### src/rtl/fp_div_single.sv
// rtl/fp_div_single.sv - iterative IEEE-754 single-precision divider, c = a / b
// Restoring shift-subtract, RADIX_BITS quotient bits per cycle, truncating, denormals flushed.
module fp_div_single #(
    parameter int RADIX_BITS = 1
) (
    input  logic        clk,
    input  logic        rst_n,
    input  logic        in_valid,
    output logic        in_ready,
    input  logic [31:0] a,
    input  logic [31:0] b,
    output logic        out_valid,
    input  logic        out_ready,
    output logic [31:0] c,
    output logic        dz
);
    localparam int ITER = 25 / RADIX_BITS;

    typedef enum logic [1:0] {IDLE, CALC, PACK, DONE} state_t;

    state_t      state_q, state_d;
    logic        load_q, load_d;
    logic        spec_q, spec_d;
    logic [31:0] a_q, a_d;
    logic [31:0] b_q, b_d;
    logic [24:0] rem_q, rem_d;
    logic [24:0] quot_q, quot_d;
    logic [4:0]  cnt_q, cnt_d;
    logic [9:0]  exp_q, exp_d;
    logic [31:0] c_q, c_d;
    logic        dz_q, dz_d;

    logic [7:0]  ea, eb;
    logic        a_zero, a_inf, a_nan, b_zero, b_inf, b_nan, sgn;
    logic [23:0] mb;
    logic [9:0]  e_raw, e_fin;
    logic [22:0] frac;
    logic [24:0] rem_s, quot_s;

    assign ea     = a_q[30:23];
    assign eb     = b_q[30:23];
    assign a_zero = (ea == 8'h00);
    assign b_zero = (eb == 8'h00);
    assign a_inf  = (ea == 8'hFF) && (a_q[22:0] == 23'd0);
    assign b_inf  = (eb == 8'hFF) && (b_q[22:0] == 23'd0);
    assign a_nan  = (ea == 8'hFF) && (a_q[22:0] != 23'd0);
    assign b_nan  = (eb == 8'hFF) && (b_q[22:0] != 23'd0);
    assign sgn    = a_q[31] ^ b_q[31];
    assign mb     = {1'b1, b_q[22:0]};
    assign e_raw  = {2'b00, ea} - {2'b00, eb} + 10'd127;
    // A quotient below 2^24 means the mantissa ratio was under 1: drop one exponent step.
    assign e_fin  = quot_q[24] ? exp_q : exp_q - 10'd1;
    assign frac   = quot_q[24] ? quot_q[23:1] : quot_q[22:0];

    assign in_ready  = (state_q == IDLE);
    assign out_valid = (state_q == DONE);
    assign c         = c_q;
    assign dz        = dz_q;

    // Remainder stays below 2*mb < 2^25, so the shifted-out top bit is always zero.
    always_comb begin
        rem_s  = rem_q;
        quot_s = quot_q;
        for (int i = 0; i < RADIX_BITS; i++) begin
            if (rem_s >= {1'b0, mb}) begin
                rem_s  = rem_s - {1'b0, mb};
                quot_s = {quot_s[23:0], 1'b1};
            end else begin
                quot_s = {quot_s[23:0], 1'b0};
            end
            rem_s = {rem_s[23:0], 1'b0};
        end
    end

    always_comb begin
        state_d = state_q;
        load_d  = load_q;
        spec_d  = spec_q;
        a_d     = a_q;
        b_d     = b_q;
        rem_d   = rem_q;
        quot_d  = quot_q;
        cnt_d   = cnt_q;
        exp_d   = exp_q;
        c_d     = c_q;
        dz_d    = dz_q;
        case (state_q)
            IDLE: begin
                if (in_valid) begin
                    a_d     = a;
                    b_d     = b;
                    load_d  = 1'b1;
                    spec_d  = 1'b0;
                    dz_d    = 1'b0;
                    state_d = CALC;
                end
            end
            CALC: begin
                if (load_q) begin
                    load_d = 1'b0;
                    spec_d = 1'b1;
                    if (a_nan || b_nan || (a_zero && b_zero) || (a_inf && b_inf)) begin
                        c_d = 32'h7FC00000;
                    end else if (b_zero && !a_inf) begin
                        c_d  = {sgn, 8'hFF, 23'd0};
                        dz_d = 1'b1;
                    end else if (a_inf) begin
                        c_d = {sgn, 8'hFF, 23'd0};
                    end else if (a_zero || b_inf) begin
                        c_d = {sgn, 31'd0};
                    end else begin
                        spec_d = 1'b0;
                        rem_d  = {1'b0, 1'b1, a_q[22:0]};
                        quot_d = 25'd0;
                        cnt_d  = 5'(ITER - 1);
                        exp_d  = e_raw;
                    end
                    // Special results skip the iterations but still pass through PACK.
                    if (spec_d) begin
                        state_d = PACK;
                    end
                end else begin
                    rem_d  = rem_s;
                    quot_d = quot_s;
                    cnt_d  = cnt_q - 5'd1;
                    if (cnt_q == 5'd0) begin
                        state_d = PACK;
                    end
                end
            end
            PACK: begin
                if (!spec_q) begin
                    if ($signed(e_fin) >= 10'sd255) begin
                        c_d = {sgn, 8'hFF, 23'd0};
                    end else if ($signed(e_fin) <= 10'sd0) begin
                        c_d = {sgn, 31'd0};
                    end else begin
                        c_d = {sgn, e_fin[7:0], frac};
                    end
                end
                state_d = DONE;
            end
            DONE: begin
                if (out_ready) begin
                    state_d = IDLE;
                end
            end
            default: state_d = IDLE;
        endcase
    end

    always_ff @(posedge clk or negedge rst_n) begin
        if (!rst_n) begin
            state_q <= IDLE;
            load_q  <= 1'b0;
            spec_q  <= 1'b0;
            a_q     <= 32'd0;
            b_q     <= 32'd0;
            rem_q   <= 25'd0;
            quot_q  <= 25'd0;
            cnt_q   <= 5'd0;
            exp_q   <= 10'd0;
            c_q     <= 32'd0;
            dz_q    <= 1'b0;
        end else begin
            state_q <= state_d;
            load_q  <= load_d;
            spec_q  <= spec_d;
            a_q     <= a_d;
            b_q     <= b_d;
            rem_q   <= rem_d;
            quot_q  <= quot_d;
            cnt_q   <= cnt_d;
            exp_q   <= exp_d;
            c_q     <= c_d;
            dz_q    <= dz_d;
        end
    end
endmodule

### config.mk
export PLATFORM = sky130hd
export DESIGN_NAME = fp_div_single
export DESIGN_NICKNAME = d
export VERILOG_FILES = /design/src/rtl/fp_div_single.sv
export SDC_FILE = /design/constraint.sdc
export NUM_CORES = 1
export LEC_CHECK = 0
export CAP_MARGIN = 20
export CORE_MARGIN = 5
export CORE_UTILIZATION = 40
export DETAILED_ROUTE_END_ITERATION = 10
export PLACE_DENSITY_LB_ADDON = 0.08
export SYNTH_ARGS = -nofsm -noshare
export SYNTH_HDL_FRONTEND = slang
export SYNTH_SLANG_ARGS = --single-unit
### constraint.sdc
create_clock -name clk -period 3 [get_ports clk]
set_clock_uncertainty 0.2 [all_clocks]
set_input_delay 0.9 -clock clk [delete_from_list [all_inputs] [get_ports clk]]
set_output_delay 0.9 -clock clk [all_outputs]
set_load 0.005 [all_outputs]
# After elaboration in Yosys (flattened, before gate mapping)

Cells that the tools add are included.

Bits in registers: 166
Input port bits: 68
Word-level logic and storage cells: 121

$add $sub $neg: 5
Bitwise operators: 5
Order comparisons: 3
Eq/ne operators: 18
Multiplexer cells: 49
Reductions and logical operators: 30

Operator list:

| operator              | number |
|---|---|
| $mux 25               | 10 |
| $mux 32               | 6 |
| $pmux 32 s2           | 1 |
| $mux 31               | 2 |
| $logic_not 23->1      | 2 |
| $reduce_bool 23->1    | 2 |
| $ge 25x24->1          | 1 |
| $mux 5                | 5 |
| $mux 24               | 1 |
| $sub 24x24->24        | 1 |
| $mux 23               | 1 |
| $ne 2x2->1 const B    | 9 |
| $eq 8x8->1 const B    | 2 |
| $logic_not 8->1       | 2 |
| $mux 1                | 13 |
| $add 9x8->10 const B  | 1 |
| $ge 10x9->1 const B   | 1 |
| $le 10x1->1 const B   | 1 |
| $mux 10               | 1 |
| $mux 2                | 5 |
| $reduce_and 5->1      | 2 |
| $sub 10x1->10 const B | 1 |
| $sub 8x8->9           | 1 |
| $pmux 2 s4            | 1 |
| 20 further kinds      | 38 |

# Logic depth before layout (Yosys ltp)

Gate-level depths: netlist of run 1.

Word-level depth: 12
Mapped depth: 12

# Least setup slack after synthesis of run 1

No wires, ideal clock.

Path type: register to register
Start: reg a_q[23]
End: reg exp_q[8]
Setup time: 128 ps
Arrival time: 2,376 ps
Period minus slack after synthesis: 2,704 ps
Slack: 296 ps
Cell stages (with the launch flop): 12
Cells stage by stage: dfrtp_1 -> inv_1 -> ha_1 -> inv_1 -> fa_1 -> a21o_1 -> a21oi_1 -> xnor2_1 -> or3_1 -> o32ai_1 -> xor2_1 -> o21ai_0

Cells in the longest elaborated chain, start to end: 7
Elaborated cells between the ends (all ways): 19
Those cells by class: add/sub: 2; eq/ne: 1; bitwise: 4; reduce/logical: 12

RTL lines:

| what                                                 | line | text |
|---|---|---|
| from (decl)                                          | 24   | `logic [31:0] a_q, a_d;` |
| from (signal assigned)                               | 157  | `a_q <= 32'd0;` |
| from (signal assigned)                               | 169  | `a_q <= a_d;` |
| branches (longest 7 deep; another with $add 9x8->10) | --   |  |
| to (signal assigned)                                 | 174  | `exp_q <= exp_d;` |
| to (decl)                                            | 29   | `logic [9:0] exp_q, exp_d;` |

Several ways; the timed one is not identified.
A chain may end at the register's enable or synchronous reset.

# Worst setup path after layout of run 1

Start: reg b_q[0]
End: reg rem_q[21]

Cells in the longest elaborated chain, start to end: 7
Elaborated cells between the ends (all ways): 16
Those cells by class: add/sub: 1; order compare: 1; eq/ne: 2; mux: 2; reduce/logical: 10

RTL lines:

| what                                                   | line | text |
|---|---|---|
| from (decl)                                            | 25   | `logic [31:0] b_q, b_d;` |
| from (signal assigned)                                 | 158  | `b_q <= 32'd0;` |
| from (signal assigned)                                 | 170  | `b_q <= b_d;` |
| branches (longest 7 deep; another with $sub 24x24->24) | --   |  |
| to (signal assigned)                                   | 171  | `rem_q <= rem_d;` |
| to (decl)                                              | 26   | `logic [24:0] rem_q, rem_d;` |

Several ways; the timed one is not identified.

==> results of run 1 <==
per-stage QoR:
| stage | setup slack (ns) | instance area, sq um | instances |
|---|---|---|---|
| floorplan | 0.296 | 9220 | 883 |
| global placement | 0.0859 | 10800 | 1276 |
| detailed placement | -0.000479 | 10800 | 1276 |
| CTS | 0.0120 | 11400 | 1308 |
| global route | -0.0409 | 11600 | 1312 |
| finish | 0.101 | 11600 | 1312 |
cells by family (layout without fill, tap and decap cells):
kind of cell	Yosys count	in the layout	share of synthesized area, %
multiplexers	108	108	12.7
XOR/XNOR	38	38	3.61
adder cells (fa/ha/maj)	41	41	5.72
buffers and inverters	86	230	3.89
AO/OA/AOI/OAI	227	227	17.1
flip-flops	166	166	45.0
AND/OR/NAND/NOR	217	217	11.9
state kept, by name, summed over array words and instances, names as in the netlist:
register / cells
a_q: 32
b_q: 32
c: 32
quot_q: 25
rem_q: 25
exp_q: 10
cnt_q: 5
state_q: 2
dz: 1
load_q: 1
spec_q: 1
synthesized netlist by cell type (3+ instances only):
cell,n
a211oi_1,8
a21boi_0,3
a21o_1,12
a21oi_1,49
a21oi_2,3
a22o_1,26
a31o_2,3
a31oi_1,6
a41oi_1,5
and2_1,5
and3_1,5
buf_2,13
clkbuf_1,24
dfrtp_1,166
ha_1,39
inv_1,46
mux2_2,65
mux2i_1,41
nand2_1,60
nand2b_1,6
nand3_1,14
nand3b_1,3
nand4_1,10
nand4b_1,3
nor2_1,52
nor2b_1,9
nor3_1,15
nor4_1,14
o21a_1,4
o21ai_0,38
o21ai_1,4
o22a_1,5
o22ai_1,18
o31ai_1,22
or3_1,4
or4_1,4
xnor2_1,22
xor2_1,16
worst min path at each step:
| stage | depth (start not counted) | endpoint | slack [ns] |
|---|---|---|---|
| 2_1_floorplan | 1 | rem_q[24] | 0.26 |
| 3_3_place_gp | 2 | c[19] | 0.26 |
| 3_5_place_dp | 2 | c[10] | 0.26 |
| 4_1_cts | 1 | quot_q[5] | 0.21 |
| 5_1_grt | 1 | quot_q[6] | 0.23 |
| 6_report | 1 | quot_q[5] | 0.20 |
cell type report:
type | instances | share of cell area, %
well taps | 285 | 3.08
multi-input cells | 631 | 41.9
repair buffers | 152 | 12.7
inverters | 46 | 1.49
flip-flops and latches | 166 | 35.9
clock buffers | 19 | 3.92
clock inverters | 13 | 1.06
per-layer routing:
metal | track usage (%) | up-vias
li1 | - | 3492
met1 | 26.6 | 3399
met2 | 26.8 | 164
met3 | 3.43 | 25
met4 | 5.19 | 0
met5 | 0 | -
power groups by stage:
stage | Combinational (W) | Sequential (W) | Clock (W)
finish | 0.00853 | 0.00393 | 0.00216
global route | 0.00950 | 0.00407 | 0.00232
CTS | 0.00827 | 0.00392 | 0.00222
detailed placement | 0.00822 | 0.00396 | 0
global placement | 0.00821 | 0.00394 | 0
floorplan | 0.00607 | 0.00364 | 0
repair_timing:
| item | CTS | global route |
|---|---|---|
| pin swaps | 0 | 7 |
| gates resized for setup | 1 | 19 |
| endpoints found under the setup margin | 3 | 27 |
| hold endpoints to repair | 0 | 0 |
| buffers inserted | 0 | 4 |
==> impl_results.md, run 1 <==
- Reg2reg start: b_q[0]
- Number of global-route vias before repair: 7073
- DR iter-0 viols: 385
- Switching power: 0.00631 W
- Util after Layout: 51.1%
- Slowest stage cell, crit path: dfrtp_1
- # IOs: 103
- Buffers on Ports: 102
- Final TNS setup: 0 ns
- Synthesized area per cell: 10.4 sq um
- Post-synthesis instance area: 9220 sq um
- WL met1: 11.5 mm
- Initial antenna violation count: 0
- First-pass GRT wire length: 38.1 mm
- Tcrit/Tclk final: 96.6%
- Final Total Pwr: 0.0146 W
- Power Dens Cells: 1260 nW/um^2
- R2r setup slk: ~0.10 ns
- End of the critical path: rem_q[21]
- Most common cell after layout, fill and taps aside: dfrtp_1
- Post-synthesis sequential area ratio: 45.0%
- Comb pwr share: 58.3%
- Crit path kind: reg -> reg
- CTS Buf Count: 17
- Peak supply drop: 0.447 mV
- Flop pwr share: roughly 27%
- Hold_buf cts: 0
- RR Endpoint: rem_q[21]
- CP Launch Point: b_q[0]
- Buf/Inv on CP: 0
- Fmax: 345 MHz
- Die X: between 150 and 200 um
- Die height: approximately 160 um
- Final-report hold violation count: 0
- Async SR Flop Fraction: 100%
- Most frequent cells in the layout: 166 x dfrtp_1, 101 x clkdlybuf4s50_1, 65 x mux2_2
- Total grt overflow: 0
- Final nets: 1123
- Tot GR Track Use: 17.9%
- Post-synthesis instance total: 883
- Drt total wl: roughly 23 mm
- Std cell rows: 55
- Sequential Area: 4150 sq um
- TritonCTS clock tree: done
- Pin count of the biggest net entering global routing: 59
- Htree depth: 4
- Core Region: around 23000 sq um
- Crit path depth: 10
- Power Internal: 0.00832 W
- Routed Antenna Nets: 0
- Starting Density: just over 40%
- Worst-Margin Slew: around 0.67 ns
- Longest Clk Path Bufs: 2
- Critical path required time: approximately 3.1 ns
- Post-synth EDFFs: 0
- Final setup fails: 0
- Clock power frac: 14.8%
- Synth area leaders: dfrtp_1 45%, mux2_2 7.9%, ha_1 5.3%
- Clock slew at reported path FFs: 0.07 ns
- Area Growth Syn to Fin: 25.4%
- Crit path DAT: 2.99 ns
- Tightest Hold Check Type: in -> async
- Worst-Skew Late Latency: approximately 0.43 ns
- #FFs+latches synth: 166
- Post-synthesis cell type count: 71
- Minimum clock period: between 2 and 3 ns
- Post-synth top area cell: dfrtp_1
- Via count: 7080
- Final RePlAce weighted congestion: 0.873
- Status: completed
- Syn Nets: about 990
- Worst slew margin: 55.3%
- Detail Placement HPWL: 16.9 mm
- Root Driver: clkbuf_16
- Antenna cell count: 0
- DR WL met2: 10.1 mm
- CP cell instances: ha_4 -> fa_2 -> nor2b_2 -> o31a_1 -> or3_1 -> a21o_1 -> a2111oi_4 -> xnor2_1 -> mux2i_1 -> o221ai_1
- Clock Sinks: 166
- Leakage power: 4.89 nW
- Net Sw Frac: 43.1%
- Area of the multi-input gates: 4840 sq um
- Via-per-instance ratio: 5.40
- Die area: roughly 26000 sq um
- Most used flip-flop cell after synthesis: dfrtp_1
- DRT Pass-1 Iters: 5
- Number of max-cap violations: 0
- RSZ-0062 raised after global routing: yes
- Worst-path fanout max: 3
- Drt wl/cell: 17.5 um
- FILL cells: 2079
- Reg2Reg Depth: 10
- Drt drc: 0
- Crit path launch type: flip-flop
- WHS: 0.202 ns
- Largest stage delay on the critical path: 0.43 ns
- Top cell type's share of synthesized area: 45.0%
- Synth warn: 0
- WL met3: 1.04 mm
- Max-slew violations: 0
- CP Capture Type: flip-flop
- Crit path max-delay family: compound AO/OA/AOI/OAI gates
- Layout cells sized above 1: 18.4%
- Top routing layer in use: met4
Power figures use the tool's default switching activity.
==> run 2, diff against run 1 <==
MAX_ROUTING_LAYER = met4   (was not set)
SKIP_CTS_REPAIR_TIMING = 1   (was not set)
TNS_END_PERCENT = 10   (was not set)
==> impl_results.md, run 2 (synthesis gave the netlist of run 1 again) <==
- First-pass GRT wire length: 38.0 mm
- Tot GR Track Use: between 15 and 20%
- Die X: 162 um
- Drt drc: 0
- Worst-Skew Late Latency: 0.44 ns
- Tcrit/Tclk final: 96.5%
- Clock Sinks: 166
- # IOs: 103
- DR iter-0 viols: 402
- Clock slew at reported path FFs: 0.07 ns
- Die height: between 150 and 200 um
- CP Capture Type: flip-flop
- Power Internal: about 0.0082 W
- Clock power frac: 14.9%
- Drt total wl: 22.9 mm
- Most common cell after layout, fill and taps aside: dfrtp_1
- Worst-path fanout max: 12
- Flop pwr share: a little over a quarter
- Critical path required time: 3.10 ns
- TritonCTS clock tree: done
- Leakage power: 4.87 nW
- Starting Density: around two fifths
- Net Sw Frac: 43.2%
- DRT Pass-1 Iters: 5
- Final setup fails: 0
- Final RePlAce weighted congestion: 0.887
- Drt wl/cell: 17.5 um
- Power Dens Cells: 1260 nW/um^2
- Comb pwr share: 58.0%
- Total grt overflow: 0
- Root Driver: clkbuf_16
- Util after Layout: 50.9%
- Reg2Reg Depth: 12
- Detail Placement HPWL: 16.9 mm
- Worst-Margin Slew: roughly 0.66 ns
- Longest Clk Path Bufs: 2
- Routed Antenna Nets: 0
- CTS Buf Count: 17
- Crit path launch type: flip-flop
- Worst slew margin: 55.4%
- Core Region: 22600 sq um
- Initial antenna violation count: 0
- Peak supply drop: between 0.4 and 0.5 mV
- Crit path DAT: 3.00 ns
- Buffers on Ports: 102
- Status: completed
- Minimum clock period: 2.90 ns
- Via-per-instance ratio: 5.37
- Number of max-cap violations: 0
- Die area: 26200 sq um
- Final nets: 1120
- Final-report hold violation count: 0
- Number of global-route vias before repair: 7088
- Pin count of the biggest net entering global routing: 59
- Layout cells sized above 1: 17.9%
- Switching power: 0.00626 W
- Via count: 7035
- Tightest Hold Check Type: in -> async
- Final Total Pwr: 0.0145 W
- RSZ-0062 raised after global routing: yes
- Fmax: 345 MHz
- Crit path kind: reg -> reg
- Htree depth: 4
- Area Growth Syn to Fin: 24.9%
- Std cell rows: between 50 and 60
- Most frequent cells in the layout: 166 x dfrtp_1, 101 x clkdlybuf4s50_1, 65 x mux2_2
- Max-slew violations: 0
- Antenna cell count: 0
[run 2: cell types whose count changed in the layout (fill, tap and decap cells not counted)]
cell	delta
buf_4	-3
ha_4	-2
nor2b_1	+1
inv_1	+1
inv_2	-1
ha_1	+1
ha_2	+1
nor2b_2	-1
[run 2: worst paths after layout]
check                      slack (ns)    from         to
setup / recovery                 0.10  b_q[5]  rem_q[13]
hold / removal                   0.21   rst_n  quot_q[5]
setup reg to reg                 0.10  b_q[5]  rem_q[13]
hold reg to reg                  0.27    c[9]       c[9]
max in group asynchronous        1.67   rst_n  rem_q[14]
min in group clk                 0.27    c[9]       c[9]
[run 2: per-layer routing]
layer / global-route usage [%] / part of all wire, %
met1: 26.6 / 51
met2: 26.7 / 44
met3: 3.35 / 4.0
met4: 5.19 / 1.4
met5: - / 0
[run 2: area by class of cell]
cell class,count,area [sq um]
timing repair buffer,149,1440
clock buffer,19,453
sequential,166,4150
fill,2085,11100
tap,285,357
clock inverter,13,123
multi-input combinational,631,4820
inverter,46,173
[run 2: metrics by stage]
stage	hold slack [ns]	instances	instance area (sq um)	setup WS (ns)	setup TNS (ns)
2_1_floorplan	0.260	883	9220	0.296	0
3_3_place_gp	0.261	1276	10800	0.0859	0
3_5_place_dp	0.265	1276	10800	-0.000479	-0.000479
4_1_cts	0.210	1308	11400	-0.0274	-0.0726
5_1_grt	0.228	1309	11500	-0.0375	-0.0542
6_report	0.208	1309	11500	0.105	0
[run 2: critical path: stages (launching register included)]
cell       delay (ns)
dfrtp_1          0.39
inv_1            0.06
ha_1             0.25
a21o_1           0.21
a211o_1          0.33
a21oi_4          0.18
a2111oi_4        0.11
o31ai_4          0.35
nand2_4          0.10
buf_6            0.18
buf_4            0.16
mux2i_1          0.16
a21oi_1          0.09
[run 2: power by group through the flow]
stage	combinational (W)	sequential, W	clock, W
6_report	0.00841	0.00392	0.00216
5_1_grt	0.00939	0.00406	0.00231
4_1_cts	0.00827	0.00392	0.00222
3_5_place_dp	0.00822	0.00396	0
3_3_place_gp	0.00821	0.00394	0
2_1_floorplan	0.00607	0.00364	0
==> run 3, diff against run 2 <==
SLEW_MARGIN = 20   (was not set)
==> results of run 3 <==
Final layout, timing and power as in run 2 (identical DEF).
